--- src/rtl/shift_taps_pkg.sv ---
// Shared constants and types for the tapped shift register sequencer.
package shift_taps_pkg;

    localparam int WIDTH = 8;
    localparam int DEPTH = 64;
    localparam int FCW   = 7;

    localparam int TAP_ONE_STAGE   = 15;
    localparam int TAP_TWO_STAGE   = 31;
    localparam int TAP_THREE_STAGE = 47;
    localparam int TAP_OUT_STAGE   = 63;

    localparam int WIN_W         = 4 * WIDTH;
    localparam int WIN_ONE_LSB   = 0;
    localparam int WIN_TWO_LSB   = WIDTH;
    localparam int WIN_THREE_LSB = 2 * WIDTH;
    localparam int WIN_OUT_LSB   = 3 * WIDTH;

    typedef enum logic {
        IDLE  = 1'b0,
        FLUSH = 1'b1
    } state_t;

endpackage

--- src/rtl/shift_taps_out_reg.sv ---
// Holding register for the emitted tap window with valid/ready handshake.
module shift_taps_out_reg #(
    parameter int WIN_W = 32
) (
    input  logic             clk,
    input  logic             rst,
    input  logic             capture,
    input  logic [WIN_W-1:0] win,
    input  logic             out_ready,
    output logic [WIN_W-1:0] out_win,
    output logic             out_valid,
    output logic             slot_free
);

    assign slot_free = !out_valid || out_ready;

    always_ff @(posedge clk) begin
        if (rst) begin
            out_win   <= '0;
            out_valid <= 1'b0;
        end else if (capture) begin
            out_win   <= win;
            out_valid <= 1'b1;
        end else if (out_ready) begin
            out_valid <= 1'b0;
        end
    end

endmodule

--- src/rtl/shift_taps_ctrl.sv ---
// Sequencer for the 8x64 tapped shift register: byte intake, window capture, zero-fill flush.
//   state | meaning
//   IDLE  | accept bytes, count fill, capture windows once full
//   FLUSH | shift zeros for DEPTH cycles, then restart the fill count
module shift_taps_ctrl #(
    parameter int WIDTH = shift_taps_pkg::WIDTH,
    parameter int DEPTH = shift_taps_pkg::DEPTH,
    parameter int FCW   = shift_taps_pkg::FCW
) (
    input  logic               clk,
    input  logic               rst,
    input  logic [WIDTH-1:0]   in_data,
    input  logic               in_valid,
    output logic               in_ready,
    input  logic               flush,
    output logic               busy,
    output logic               sr_shift,
    output logic [WIDTH-1:0]   sr_din,
    input  logic [WIDTH-1:0]   sr_tap_one,
    input  logic [WIDTH-1:0]   sr_tap_two,
    input  logic [WIDTH-1:0]   sr_tap_three,
    input  logic [WIDTH-1:0]   sr_out,
    output logic [4*WIDTH-1:0] out_win,
    output logic               out_valid,
    input  logic               out_ready,
    output logic [FCW-1:0]     fill_count
);
    import shift_taps_pkg::*;

    localparam logic [FCW-1:0] DEPTH_FC   = FCW'(DEPTH);
    localparam logic [FCW-1:0] LAST_FLUSH = FCW'(DEPTH - 1);

    state_t               state, state_nxt;
    logic [FCW-1:0]       fill_nxt;
    logic [FCW-1:0]       flush_cnt, flush_cnt_nxt;
    logic                 pend, pend_nxt;
    logic                 busy_nxt;
    logic                 slot_free;
    logic                 accept;
    logic                 capture;
    logic [4*WIDTH-1:0]   win;

    always_comb begin
        win = '0;
        win[WIN_ONE_LSB   +: WIDTH] = sr_tap_one;
        win[WIN_TWO_LSB   +: WIDTH] = sr_tap_two;
        win[WIN_THREE_LSB +: WIDTH] = sr_tap_three;
        win[WIN_OUT_LSB   +: WIDTH] = sr_out;
    end

    always_ff @(posedge clk) begin
        if (rst) begin
            state      <= IDLE;
            fill_count <= '0;
            pend       <= 1'b0;
            busy       <= 1'b0;
            flush_cnt  <= '0;
        end else begin
            state      <= state_nxt;
            fill_count <= fill_nxt;
            pend       <= pend_nxt;
            busy       <= busy_nxt;
            flush_cnt  <= flush_cnt_nxt;
        end
    end

    always_comb begin
        state_nxt     = state;
        fill_nxt      = fill_count;
        pend_nxt      = pend;
        busy_nxt      = busy;
        flush_cnt_nxt = flush_cnt;
        in_ready      = 1'b0;
        accept        = 1'b0;
        capture       = 1'b0;
        sr_shift      = 1'b0;
        sr_din        = '0;
        case (state)
            IDLE: begin
                in_ready = !pend || slot_free;
                accept   = in_valid && in_ready;
                capture  = pend && slot_free;
                sr_shift = accept;
                sr_din   = in_data;
                if (capture)
                    pend_nxt = 1'b0;
                // A fresh pend wins over a same-cycle capture clearing the old one.
                if (accept) begin
                    if (fill_count != DEPTH_FC)
                        fill_nxt = fill_count + 1'b1;
                    if (fill_nxt == DEPTH_FC)
                        pend_nxt = 1'b1;
                end
                if (flush && !pend && !accept) begin
                    state_nxt     = FLUSH;
                    busy_nxt      = 1'b1;
                    flush_cnt_nxt = '0;
                end
            end
            FLUSH: begin
                sr_shift      = 1'b1;
                sr_din        = '0;
                flush_cnt_nxt = flush_cnt + 1'b1;
                if (flush_cnt == LAST_FLUSH) begin
                    state_nxt = IDLE;
                    busy_nxt  = 1'b0;
                    fill_nxt  = '0;
                end
            end
            default: state_nxt = IDLE;
        endcase
    end

    shift_taps_out_reg #(
        .WIN_W (4 * WIDTH)
    ) u_out_reg (
        .clk       (clk),
        .rst       (rst),
        .capture   (capture),
        .win       (win),
        .out_ready (out_ready),
        .out_win   (out_win),
        .out_valid (out_valid),
        .slot_free (slot_free)
    );

endmodule

--- config.mk ---
export PLATFORM = sky130hd
export DESIGN_NAME = shift_taps_ctrl
export DESIGN_NICKNAME = d
export VERILOG_FILES = /design/src/rtl/shift_taps_pkg.sv /design/src/rtl/shift_taps_out_reg.sv /design/src/rtl/shift_taps_ctrl.sv
export SDC_FILE = /design/constraint.sdc
export NUM_CORES = 1
export LEC_CHECK = 0
export CAP_MARGIN = 10
export CORE_ASPECT_RATIO = 0.7
export CORE_MARGIN = 10
export CORE_UTILIZATION = 45
export DETAILED_ROUTE_END_ITERATION = 10
export MAX_ROUTING_LAYER = met4
export PLACE_DENSITY = 0.82
export SYNTH_ARGS = -nofsm -noshare
export SYNTH_HDL_FRONTEND = slang
export SYNTH_HIERARCHICAL = 1
export SYNTH_SLANG_ARGS = --single-unit
export TNS_END_PERCENT = 1
--- constraint.sdc ---
create_clock -name clk -period 3.4 [get_ports clk]
set_input_delay 1.02 -clock clk [delete_from_list [all_inputs] [get_ports clk]]
set_output_delay 1.02 -clock clk [all_outputs]
set_load 0.05 [all_outputs]
* After elaboration in Yosys (flattened, before gate mapping)
Cells that the tools add are included.
** Word-level totals
- Register bits :: 50
- Input bits :: 45
- Output and inout bits :: 51
- Logic and storage cells :: 51
** Cells by class
- $add $sub $neg :: 2
- Equal/unequal tests :: 6
- Mux-type cells :: 23
- Bitwise logic cells :: 1
- Reductions and logical operators :: 12
** Operators with widths (number)
- $mux W7 :: 6
- $pmux W7 S2 :: 2
- $pmux W8 S2 :: 1
- $add A7 B1 Y7 const B :: 2
- $mux W1 :: 11
- $eq A7 B6 Y1 const B :: 1
- $eq A7 B7 Y1 const B :: 1
- $ne A7 B7 Y1 const B :: 1
- $pmux W1 S2 :: 3
- $logic_and A1 B1 Y1 :: 4
- $ne A2 B2 Y1 const B :: 2
- $reduce_and A2 Y1 :: 2
- $logic_not A1 Y1 :: 3
- $logic_or A1 B1 Y1 :: 2
- $ne A2 B1 Y1 const B :: 1
- $reduce_bool A2 Y1 :: 1
- $not A1 Y1 :: 1

* Longest topological paths before layout
Gate-level depths: netlist of run 1.
- Word-level depth :: 9
- Gate-level depth with buffers :: 7
- Depth with buffers taken out :: 6

* Hierarchy
Netlist of run 1, hierarchy kept.
** By module, submodules not included
- shift_taps_out_reg :: instances 1, cells an instance 108, area an instance 1204.9 sq um, seq. area each 660.6 sq um
- shift_taps_ctrl :: instances 1, cells an instance 126, area an instance 1008.5 sq um, seq. area each 340.3 sq um

* Worst setup path after synthesis of run 1
Ideal clock, no wire load.
- Kind :: input to output
- From :: input port out_ready
- To :: output port sr_shift
- Arrival :: 2.469 ns
- Required time :: 2.380 ns
- Setup slack :: -0.089 ns
- Stages :: 4
- Path buffers :: 1
- Cells stage by stage :: nand2b_1 > nor2b_1 > clkbuf_1 > o21ai_0
** On the way
- Longest elaborated chain between the ends :: 4
** Ends and longest elaborated chain
- start: declaration :: RTL line shift_taps_ctrl.sv:25 : input logic out_ready,
- $logic_or A1 B1 Y1 :: RTL line shift_taps_out_reg.sv:15 : assign slot_free = !out_valid || out_ready;
- $logic_or A1 B1 Y1 :: RTL line shift_taps_ctrl.sv:80 : in_ready = !pend || slot_free;
- $logic_and A1 B1 Y1 :: RTL line shift_taps_ctrl.sv:81 : accept = in_valid && in_ready;
- $pmux W1 S2 :: RTL line shift_taps_ctrl.sv:78 : case (state)
- end: declaration :: RTL line shift_taps_ctrl.sv:17 : output logic sr_shift,
No other way between the ends.

* Final worst setup path of run 1
- From :: input port out_ready
- To :: output port in_ready
** On the way
- Longest elaborated chain between the ends :: 3
** Ends and longest elaborated chain
- $logic_or A1 B1 Y1 :: RTL line shift_taps_out_reg.sv:15
- via slot_free :: RTL line shift_taps_ctrl.sv:38 : logic slot_free;
- $logic_or A1 B1 Y1 :: RTL line shift_taps_ctrl.sv:80
- $mux W1 :: RTL line shift_taps_ctrl.sv:78
- end: declaration :: RTL line shift_taps_ctrl.sv:14 : output logic in_ready,
The timed path passes the listed nets, and every way through them passes these cells.

==> flow_metrics.py, run 1 <==
metrics = {
    "route": {
        "drc": 0,
        "wirelength_um": 5940,
        "viasPerCell": 5.03,
        "drt-wirelength-per-cell_um": 15.0,
        "detail-route-antenna-nets": 0,
        "drtIter0Drc": 123,
        "dr_total_vias": 1985,
        "firstDrtPassIters": 4,
    },
    "die": {
        "die-area_um2": 8170,
        "start_util_pct": 46.5,
        "io_pins": 96,
        "die_h_um": 78.7,
        "fp.coreArea_um2": 4760,
        "die_width_um": 104,
        "fp-row-count": 21,
    },
    "pwr": {
        "power.density_nw_per_um2": 341,
        "p_leak_uw": 0.00114,
        "peakVddDrop_mv": 0.245,
    },
    "timing": {
        "finalCritPeriodShare_pct": 96.7,
        "min_period_ns": 3.29,
        "skew_ns": 0.00971,
        "fmax_mhz": 304,
        "finalSetupViolations": 0,
        "worst_pin_slew_ns": 0.635,
        "maxSlewViolCount": 0,
        "rsz0062_at_grt": "false",
        "tns_ns": 0,
        "slew_headroom_pct": 57.5,
        "finalHoldViolCount": 0,
    },
    "setup_path": {
        "setup.worst_path.start": "out_ready",
        "r2r-start": "fill_count[1]",
        "reg2reg_to": "fill_count[6]",
        "ff2ff_setup_slack_ns": 1.54,
        "cp-end-kind": "output pin",
        "start_kind": "primary input",
        "crit_end": "in_ready",
        "critPathMaxFanout": 4,
        "critPathArrivalTime_ns": 2.27,
        "crit_type": "primary input to output pin",
        "rr_worst_depth": 5,
        "cp.required_ns": 2.38,
    },
    "logic_synthesis": {
        "synth_area_per_cell_um2": 9.46,
        "ys_seq_area_share_pct": 45.2,
        "synth_top_cell_area_share_pct": 45.2,
        "synthDistinctLibCells": 38,
        "syn_area_um2": 2210,
        "yosys_warnings": 6,
        "ys_ff_latch": 50,
        "synthTopCellsByArea": "dfxtp_1 (45%), mux2i_1 (15%), nor2_1 (6.8%)",
        "postSynthCellCount": 234,
        "synthArstFlopShare_pct": 0,
        "synth_top_flop_cell": "dfxtp_1",
        "yosysTopAreaCell": "dfxtp_1",
        "synth_edf_count": 0,
        "syn_nets": 282,
    },
    "clocking": {
        "post_cts_buffers": 0,
        "insertion_delay_ns": 0.30,
        "cts.sinks": 50,
        "clk_pin_slew_ns": 0.08,
        "cts_hold_buf": 0,
        "cts_buffer_depth": 2,
        "cts_tree": "built",
        "post_cts_resized": 0,
        "cts_buffers": 5,
        "ctsHtreeMaxLevel": 2,
        "cts_root_buf": "clkbuf_8",
    },
    "global_route": {
        "use_met3_pct": 4.49,
        "first_global_vias": 1943,
        "grt_use_met1_pct": 18.9,
        "grt_max_degree": 48,
        "top_usage_layer": "met2",
        "grt_pass1_wl_um": 9670,
        "global_route.usage.met2_pct": 22.0,
        "antenna_found_initial": 0,
        "overflow": 0,
        "grt_usage_pct": 14.7,
    },
    "run_status": {
        "outcome": "complete, no violations",
    },
    "cells_and_area": {
        "final_cells": 395,
        "drive_above_1_share_pct": 7.67,
        "layout.nets": 373,
        "final_common_cell": "clkdlybuf4s50_1",
        "regArea_um2": 1000,
        "antenna_cells": 0,
        "syn_to_final_growth_pct": 49.6,
        "multi_input_area_um2": 1060,
        "fillers": 381,
        "final_cell_mix": "clkdlybuf4s50_1 (85), dfxtp_1 (50), nor2_1 (40)",
    },
    "place": {
        "finalWeightedCongestion": 0.832,
        "place_hpwl_um": 4610,
        "place_inst": 387,
        "numPortBuffers": 95,
    },
    "run": {
        "cap_violations": 0,
    },
    "min_path": {
        "hold_depth": 2,
        "hold_path.class": "flop to flop",
    },
}
==> sequential cells by signal, indices dropped and copies added (netlist names) <==
name                 count
u_out_reg/out_win       32
fill_count               7
flush_cnt                7
busy                     1
pend                     1
state                    1
u_out_reg/out_valid      1
==> per-stage QoR <==
step | setup slack (ns) | utilization (%) | area (um^2) | power [uW] | hold WS, ns
floorplan | 0.291 | - | 2210 | 701 | 0.444
global placement | 0.174 | 67.8 | 3230 | 801 | 0.454
detailed placement | 0.154 | 67.8 | 3230 | 804 | 0.459
CTS | 0.145 | 69.6 | 3310 | 1140 | 0.471
global route | 0.0433 | 69.6 | 3310 | 1180 | 0.507
finish | 0.112 | 69.6 | 3310 | 1130 | 0.466
==> power by group <==
group / internal [uW] / switching (uW) / leakage (uW)
registers: 590 / 10.0 / 0.000403
clock network: 146 / 195 / 0.0000452
logic: 97.2 / 92.5 / 0.000696
total: 833 / 297 / 0.00114
==> cell type report <==
type / count / area share [%]
sequential: 50 / 30.2
multi-input combinational: 162 / 31.9
tap: 69 / 2.61
clock inverter: 2 / 0.416
clock buffer: 6 / 2.19
inverter: 7 / 0.793
timing repair buffer: 99 / 31.9
==> kinds of logic after synthesis <==
family	Yosys count	share of synthesized area, %
flops	50	45.2
xor+xnor	3	1.19
mux	33	14.9
compound gates	28	8.31
buf+inv	22	7.12
simple gates	95	21.5
fa+ha+maj	3	1.70
==> layer usage <==
layer,vias to the layer above,wire [um]
met3,5,438
met5,-,0
met4,0,39
met2,80,2630
met1,906,2830
li1,994,-
==> worst min path at each step <==
stage | from | to | slack, ns
6_report | flush_cnt[6] | flush_cnt[6] | 0.47
5_1_grt | busy | busy | 0.51
4_1_cts | flush_cnt[6] | flush_cnt[6] | 0.47
3_5_place_dp | flush_cnt[6] | flush_cnt[6] | 0.46
3_3_place_gp | flush_cnt[6] | flush_cnt[6] | 0.45
2_1_floorplan | flush_cnt[6] | flush_cnt[6] | 0.44
==> cells in the mapped netlist (3+ instances only) <==
cell / number
dfxtp_1: 50
nor2_1: 40
mux2i_1: 33
a21oi_1: 11
nand3_1: 10
nor2b_1: 10
nand2_1: 8
inv_1: 7
clkbuf_1: 6
nor3_1: 5
o21ai_0: 5
a31oi_1: 4
nand2b_1: 4
or4_1: 4
and3_1: 3
buf_12: 3
buf_2: 3
buf_6: 3
ha_1: 3
==> worst max-delay path: stages <==
cell and delay, ns:
clkdlybuf4s50_1 0.39, nand2b_1 0.18, nor2b_1 0.30, nor2_1 0.13
buf_4 0.23
(Power assumes the default switching activity.)
==> inputs of run 2 (changes only) <==
- CORE_ASPECT_RATIO: 0.7 -> default
- CTS_CLUSTER_DIAMETER: default -> 200
- TNS_END_PERCENT: 1 -> 5
==> run 2 against run 1 <==
Compared with the run above: utilization rose by 0.15 points; fmax is 2.6% higher; critical path depth stayed put; combinational power about the same; power down 0.15%.
==> flow_metrics.py, run 2 (same netlist as run 1, synthesis figures left out) <==
metrics = {
    "run_status": {
        "outcome": "complete, no violations",
    },
    "setup_path": {
        "cpLargestDelayFamily": "buffers and inverters",
        "reg2reg_to": "fill_count[6]",
        "cp-end-kind": "output pin",
        "cp_cell_sequence": "clkdlybuf4s50_1 > nand2b_1 > nor2b_1 > nor2_1 > buf_4",
        "max_stage_delay_ns": 0.40,
        "setup.worst_path.start": "out_ready",
        "crit_type": "primary input to output pin",
        "worst-path-buf-inv": 2,
        "crit_end": "in_ready",
        "crit_cells": 5,
        "start_kind": "primary input",
        "rr_worst_depth": 5,
        "cp.required_ns": 2.38,
        "critPathMaxFanout": 3,
        "crit_slowest_cell": "clkdlybuf4s50_1",
        "r2r-start": "fill_count[1]",
        "critPathArrivalTime_ns": 2.18,
        "ff2ff_setup_slack_ns": 1.56,
    },
    "place": {
        "place_hpwl_um": 4610,
        "numPortBuffers": 95,
        "finalWeightedCongestion": 0.815,
    },
    "pwr": {
        "peakVddDrop_mv": 0.218,
        "power_uw": 1130,
        "p_leak_uw": 0.00114,
        "power.density_nw_per_um2": 340,
    },
    "die": {
        "die_h_um": 90.1,
        "start_util_pct": 46.6,
        "die-area_um2": 8120,
        "io_pins": 96,
        "die_width_um": 90.1,
        "fp-row-count": 25,
        "fp.coreArea_um2": 4750,
    },
    "cells_and_area": {
        "syn_to_final_growth_pct": 49.9,
        "reg_top3": "u_out_reg/out_win x32, fill_count x7, flush_cnt x7",
        "antenna_cells": 0,
        "post-route-util_pct": 69.8,
        "largest_reg_flops": 32,
        "largest_register": "u_out_reg/out_win",
        "drive_above_1_share_pct": 7.69,
        "layout.nets": 372,
        "final_common_cell": "clkdlybuf4s50_1",
        "final_cell_mix": "clkdlybuf4s50_1 (85), dfxtp_1 (50), nor2_1 (40)",
    },
    "global_route": {
        "first_global_vias": 1928,
        "grt_pass1_wl_um": 9790,
        "antenna_found_initial": 0,
        "grt_usage_pct": 14.6,
        "grt_max_degree": 48,
        "overflow": 0,
    },
    "run": {
        "cap_violations": 0,
    },
    "clocking": {
        "cts_hold_buf": 0,
        "cts_tree": "built",
        "cts_buffer_depth": 2,
        "cts_root_buf": "clkbuf_8",
        "insertion_delay_ns": 0.29,
        "cts_buffers": 5,
        "clk_pin_slew_ns": 0.09,
        "cts.sinks": 50,
        "post_cts_buffers": 0,
        "ctsHtreeMaxLevel": 2,
        "post_cts_resized": 0,
    },
    "route": {
        "viasPerCell": 5.01,
        "firstDrtPassIters": 4,
        "detail-route-antenna-nets": 0,
        "drc": 0,
        "drt-wirelength-per-cell_um": 15.3,
        "drtIter0Drc": 89,
        "wirelength_um": 5990,
        "dr_total_vias": 1965,
    },
    "timing": {
        "slew_headroom_pct": 58.9,
        "finalCritPeriodShare_pct": 94.2,
        "finalHoldViolCount": 0,
        "worst_pin_slew_ns": 0.611,
        "tns_ns": 0,
        "whs_ns": 0.465,
        "min_period_ns": 3.20,
        "maxSlewViolCount": 0,
        "finalSetupViolations": 0,
        "rsz0062_at_grt": "false",
        "skew_ns": 0.00596,
        "fmax_mhz": 312,
    },
    "min_path": {
        "hold_depth": 2,
        "hold_path.class": "flop to flop",
    },
}
run 2: cell types whose count changed in the layout (fill, tap and decap cells not counted):
cell,before,now
buf_4,6,4
buf_12,8,9
clkbuf_1,1,0
clkinvlp_4,0,1
run 2: metal layers:
layer	up-vias	routed length (um)	GRT usage (%)
li1	988	-	-
met1	889	2930	18.5
met2	84	2560	22.1
met3	4	454	5.24
met4	0	37	2.39
met5	-	0	-
run 2: where the power goes:
part,internal (uW),switching (uW),leakage [uW]
Combinational,97.0,91.7,0.000693
Clock,145,195,0.0000441
Sequential,590,10.0,0.000403
run 2: worst min-delay path by stage:
stage	from	endpoint	slack, ns
global route	flush_cnt[6]	flush_cnt[6]	0.49
CTS	flush_cnt[6]	flush_cnt[6]	0.47
floorplan	flush_cnt[6]	flush_cnt[6]	0.44
global placement	flush_cnt[6]	flush_cnt[6]	0.45
finish	flush_cnt[6]	flush_cnt[6]	0.46
detailed placement	flush_cnt[6]	flush_cnt[6]	0.46
run 2: final cells by class:
cell class                      instances  area, um^2
Inverter                                7        26.3
Clock inverter                          3        21.3
Multi-Input combinational cell        162        1060
Timing Repair Buffer                   98        1060
Tap cell                               67        83.8
Fill cell                             388        1440
Sequential cell                        50        1000
Clock buffer                            5        68.8
run 2: tightest hold or removal path: stages, from the launching register on:
cell and delay, ns:
dfxtp_1 0.31, nand3_1 0.06, a21oi_1 0.05
run 2: through the flow:
stage,area (um^2),cells,worst slack (ns)
4_1_cts,3320,392,0.187
3_5_place_dp,3230,384,0.189
3_3_place_gp,3230,384,0.281
2_1_floorplan,2210,234,0.291
6_report,3320,392,0.197
5_1_grt,3320,392,0.125
